File: src/rtl/uart_ep_packer.sv
// Double-banked UART-to-EP2 packet builder: fills one bank while the other drains.
// Optional drop counter enabled by defining UART_EP_PACKER_DROPCNT_EN.
module uart_ep_packer #(
    parameter int          DEPTH   = 64,
    parameter logic [15:0] TIMEOUT = 16'd600
) (
    input  logic        i_clk,
    input  logic        i_reset,
    input  logic        i_dval,
    input  logic [7:0]  i_data,
    input  logic [9:0]  i_max_len,
    output logic        o_dval,
    output logic [7:0]  o_data,
    output logic        o_last,
    input  logic        i_tx_rdy,
    output logic        o_drop,
    output logic [15:0] o_drop_cnt
);
    localparam int AW = $clog2(DEPTH);
    localparam int CW = AW + 1;

    typedef enum logic {IDLE, DRAIN} state_t;

    logic [7:0]    mem [0:2*DEPTH-1];
    state_t        state;
    logic          fill_sel;
    logic [CW-1:0] wr_cnt;
    logic [CW-1:0] rd_cnt;
    logic [CW-1:0] drain_len;
    logic [15:0]   timer;

    logic [CW-1:0] max_len;
    logic          wr_room;
    logic          wr_take;
    logic          wr_spill;
    logic          drop;
    logic          handoff;
    logic [CW-1:0] handoff_len;
    logic [CW-1:0] rd_next;
    logic [AW:0]   wr_addr;
    logic          transfer;

    always_comb begin
        max_len = CW'(DEPTH);
        if (i_max_len != '0 && i_max_len <= 10'(DEPTH))
            max_len = CW'(i_max_len);
    end

    // >= rather than == so a limit lowered below wr_cnt mid-fill still flushes.
    always_comb begin
        wr_room     = (wr_cnt < max_len);
        wr_take     = i_dval & wr_room;
        handoff     = (state == IDLE) && (wr_cnt != '0) &&
                      ((wr_cnt >= max_len) || (timer == TIMEOUT));
        wr_spill    = i_dval & ~wr_room & handoff;
        drop        = i_dval & ~wr_room & ~handoff;
        handoff_len = wr_cnt + CW'(wr_take);
        rd_next     = rd_cnt + 1'b1;
        transfer    = o_dval & i_tx_rdy;
        wr_addr     = wr_take ? {fill_sel, wr_cnt[AW-1:0]} : {~fill_sel, AW'(0)};
    end

    always_ff @(posedge i_clk) begin
        if (wr_take | wr_spill)
            mem[wr_addr] <= i_data;
    end

    always_ff @(posedge i_clk) begin
        if (i_reset) begin
            state     <= IDLE;
            fill_sel  <= 1'b0;
            wr_cnt    <= '0;
            rd_cnt    <= '0;
            drain_len <= '0;
            timer     <= '0;
            o_dval    <= 1'b0;
            o_data    <= 8'h00;
            o_last    <= 1'b0;
            o_drop    <= 1'b0;
        end else begin
            o_drop <= drop;

            if (handoff) begin
                fill_sel <= ~fill_sel;
                wr_cnt   <= CW'(wr_spill);
                timer    <= '0;
            end else if (wr_take) begin
                wr_cnt <= wr_cnt + 1'b1;
                timer  <= '0;
            end else if (wr_cnt == '0) begin
                timer <= '0;
            end else if (timer != TIMEOUT) begin
                timer <= timer + 16'd1;
            end

            case (state)
                IDLE: begin
                    if (handoff) begin
                        state     <= DRAIN;
                        drain_len <= handoff_len;
                        rd_cnt    <= '0;
                        o_dval    <= 1'b1;
                        o_data    <= mem[{fill_sel, AW'(0)}];
                        o_last    <= (handoff_len == CW'(1));
                    end
                end
                DRAIN: begin
                    if (transfer) begin
                        if (o_last) begin
                            state  <= IDLE;
                            rd_cnt <= '0;
                            o_dval <= 1'b0;
                            o_data <= 8'h00;
                            o_last <= 1'b0;
                        end else begin
                            rd_cnt <= rd_next;
                            o_data <= mem[{~fill_sel, rd_next[AW-1:0]}];
                            o_last <= (rd_next == drain_len - 1'b1);
                        end
                    end
                end
                default: state <= IDLE;
            endcase
        end
    end

`ifdef UART_EP_PACKER_DROPCNT_EN
    always_ff @(posedge i_clk) begin
        if (i_reset)
            o_drop_cnt <= '0;
        else if (drop && o_drop_cnt != 16'hFFFF)
            o_drop_cnt <= o_drop_cnt + 16'd1;
    end
`else
    assign o_drop_cnt = '0;
`endif

endmodule

File: config.mk
export PLATFORM = sky130hd
export DESIGN_NAME = uart_ep_packer
export DESIGN_NICKNAME = d
export VERILOG_FILES = /design/src/rtl/uart_ep_packer.sv
export SDC_FILE = /design/constraint.sdc
export NUM_CORES = 1
export LEC_CHECK = 0
export CAP_MARGIN = 20
export CORE_AREA = 2 2 406 207
export CTS_CLUSTER_DIAMETER = 80
export DETAILED_ROUTE_END_ITERATION = 16
export DIE_AREA = 0 0 408 209
export PLACE_DENSITY = 0.75
export SLEW_MARGIN = 25
export SYNTH_ARGS = -nofsm -noshare
export SYNTH_HDL_FRONTEND = slang
export SYNTH_SLANG_ARGS = --single-unit
File: constraint.sdc
create_clock -name i_clk -period 4.8 [get_ports i_clk]
set_input_delay 0.72 -clock i_clk [delete_from_list [all_inputs] [get_ports i_clk]]
set_output_delay 0.72 -clock i_clk [all_outputs]
set_load 0.01 [all_outputs]
==> metrics.yaml <==
fillers: 5829
yosysWarningCount: 0
end_kind: "flip-flop"
die_x_microns: 408
synth_common_cells: "1024 x edfxtp_1, 264 x mux4_2, 232 x nand2_1, 185 x nor2_1, 114 x nand3_1"
multiInputGateArea_sq_mm: 0.0106
dieArea_sq_mm: 0.0853
synthCells: 2315
drtIter0Drc: 4300
seq_area_frac_synth_pct: 74.0
hold_violations: 0
cts_buffer_depth: 3
grt_pass1_wl_microns: 164000
instances_no_fill: 3761
drv_slew: 0
crit_required_ns: 5.18
whs_path_depth: 2
regArea_sq_mm: 0.0318
drt-vias-per-instance: 6.41
final_antenna_net_count: 0
initial_utilization_pct: 52.2
firstDrtPassIters: 6
max-cap-violations: 0
vias: 24100
max_slew.worst_pin.slew_ns: 1.13
dp.cells: 3596
cts_buffers: 89
die_h_microns: 209
first_global_vias: 23200
wl_per_cell_microns: 29.9
yosys.area.top_type_share_pct: 71.6
drc: 0
p_leak_uw: 0.0154
dp_hpwl_microns: 71700
r2r_cells: 9
yosysUniqueCellTypes: 58
clock_latency_ns: 0.67
setup-violations-final: 0
r2r_slack_ns: 0.41
crit_path_start: "i_max_len[3]"
max_freq_mhz: 220
holdWs_ns: 0.510
hold_path.class: "reg2reg"
synth_area_leaders: "edfxtp_1 72%, mux4_2 14%, dfxtp_1 2.4%"
async_flop_share_pct: 0
rows: 75
rsz0062_at_grt: "yes"
setup_tns_ns: 0
start_kind: "primary input"
area_growth_pct: 14.8
r2r_start: "rd_cnt[0]"
htreeDepth: 3
worst_slack_ns: 0.252
globalplace.congestion: 0.951
cts_tree: "yes"
synth_edf_count: 1024
yosys.area.top_type: "edfxtp_1"
slew_headroom_pct: 23.8
wl_microns: 112000
arrival_ns: 4.93
synth_ff_type: "edfxtp_1"
core_region_area_sq_mm: 0.0823
dp_slack_ns: -0.859
antenna_found_initial: 3
pwr_density_cell_mw_per_mm2: 368
avgSynthCellArea_sq_um: 18.5
fin_crit_sh_pct: 94.7
grt_overflow: 0
r2r_end: "o_data[5]"
final_layout_size_suffix_gt1_share_pct: 26.7
cts_sinks: 1075
port_buffers: 32
p_total_uw: 18100
min_to: "drain_len[1]"
critPathMaxFanout: 13
fin_skew_ns: 0.0195
ys_ff_latch: 1075
num_io_pins: 49
critical_path_class: "in2reg"
vdd_drop_max_mv: 0.271
fin_nets: 2610
outcome: "complete, no violations"
cts_root_buf: "clkbuf_16"
worstHoldStart: "drain_len[1]"
grt_max_degree: 85
synth.most_common_cell: "edfxtp_1"
antennaDiodeCount: 0
min_period_ns: 4.55
netlist_area_sq_mm: 0.0429
grt_usage_pct: 26.6
clkTransAtPathRegs_ns: 0.07
[per-layer routing]
metal | share of wire (%) | routed length (microns) | GRT usage, % | vias up
met5 | 0 | 0 | 0 | -
met4 | 2.0 | 2260 | 5.66 | 0
met3 | 17 | 19600 | 11.6 | 190
met2 | 39 | 44200 | 33.9 | 1842
met1 | 41 | 46300 | 42.1 | 12300
li1 | - | - | - | 9741
[final cells by class]
class                      instances  share of cell area [%]
clock buffer                     102                    4.75
clock inverter                    61                    1.28
inverter                          12                  0.0914
multi-input combinational       1100                    21.5
sequential                      1075                    64.5
tap                             1116                    2.83
timing repair buffer             295                    5.06
[how the worst max path moves through the flow]
stage               cells past startpoint     endpoint
floorplan                              18  mem[123][0]
global placement                       22   mem[30][3]
detailed placement                     22  mem[108][4]
CTS                                    22  mem[108][4]
global route                           22   mem[54][5]
finish                                 22   mem[30][6]
[logic make-up (layout without fill, tap and decap cells)]
group | after synthesis | count (layout) | share of synthesized area [%]
adders and majority gates | 15 | 15 | 0.437
and+or+nand+nor | 639 | 639 | 6.74
muxes | 291 | 291 | 14.5
xor gates and xnor gates | 47 | 47 | 0.976
AOI/OAI and AO/OA | 92 | 92 | 1.52
buffers and inverters | 155 | 470 | 1.84
DFF | 1075 | 1075 | 74.0
other | 1 | 16 | 0.00873
[through the flow]
stage	util, %	cell area [sq um]
after detailed placement	56.2	46200
after global placement	56.2	46200
after floorplan	-	43100
after CTS	59.8	49200
final	59.9	49300
after global routing	59.9	49300
[worst max-delay path: stages]
cell and delay, ns:
clkdlybuf4s50_1 0.44, or4_1 0.53, nor3_2 0.14, xor2_1 0.20
nor4_2 0.06, buf_4 0.14, buf_4 0.13, and2_1 0.15
ha_1 0.17, nor2b_1 0.11, o21a_1 0.12, o21ai_1 0.08
a32o_2 0.28, nand2_1 0.09, inv_1 0.08, ha_1 0.21
buf_4 0.16, nor3_4 0.25, nand3_1 0.21, buf_12 0.26
nor2_1 0.17, buf_4 0.19
[what timing repair did]
item	in CTS	in global routing
resized for setup	1	11
hold buffers	0	0
cloned	0	1
pin swaps	0	2
setup buffers	0	1
setup endpoints to repair	384	513
[registers in the layout, indices dropped and copies added (netlist names), 7 cells and up, named ones only]
signal	cells
drain_len	7
mem	1024
o_data	8
rd_cnt	7
timer	16
wr_cnt	7
[placed cells by master (no fill, tap or decap), types with 24 or more instances in the layout]
cell	count
mux2i_1	25
nor2_1	169
clkdlybuf4s50_1	24
xnor2_1	27
clkbuf_16	93
dfxtp_1	50
a31oi_1	24
buf_4	253
edfxtp_1	1024
nand3_1	113
mux4_2	264
nand2_1	232
[power by group]
| part | switching [uW] | internal [uW] | total (uW) |
|---|---|---|---|
| Combinational | 278 | 80.8 | 359 |
| Sequential | 17.0 | 10300 | 10300 |
| Clock | 3420 | 4080 | 7500 |
| Total | 3720 | 14400 | 18100 |
No activity file was read; power rests on OpenSTA's default activity.
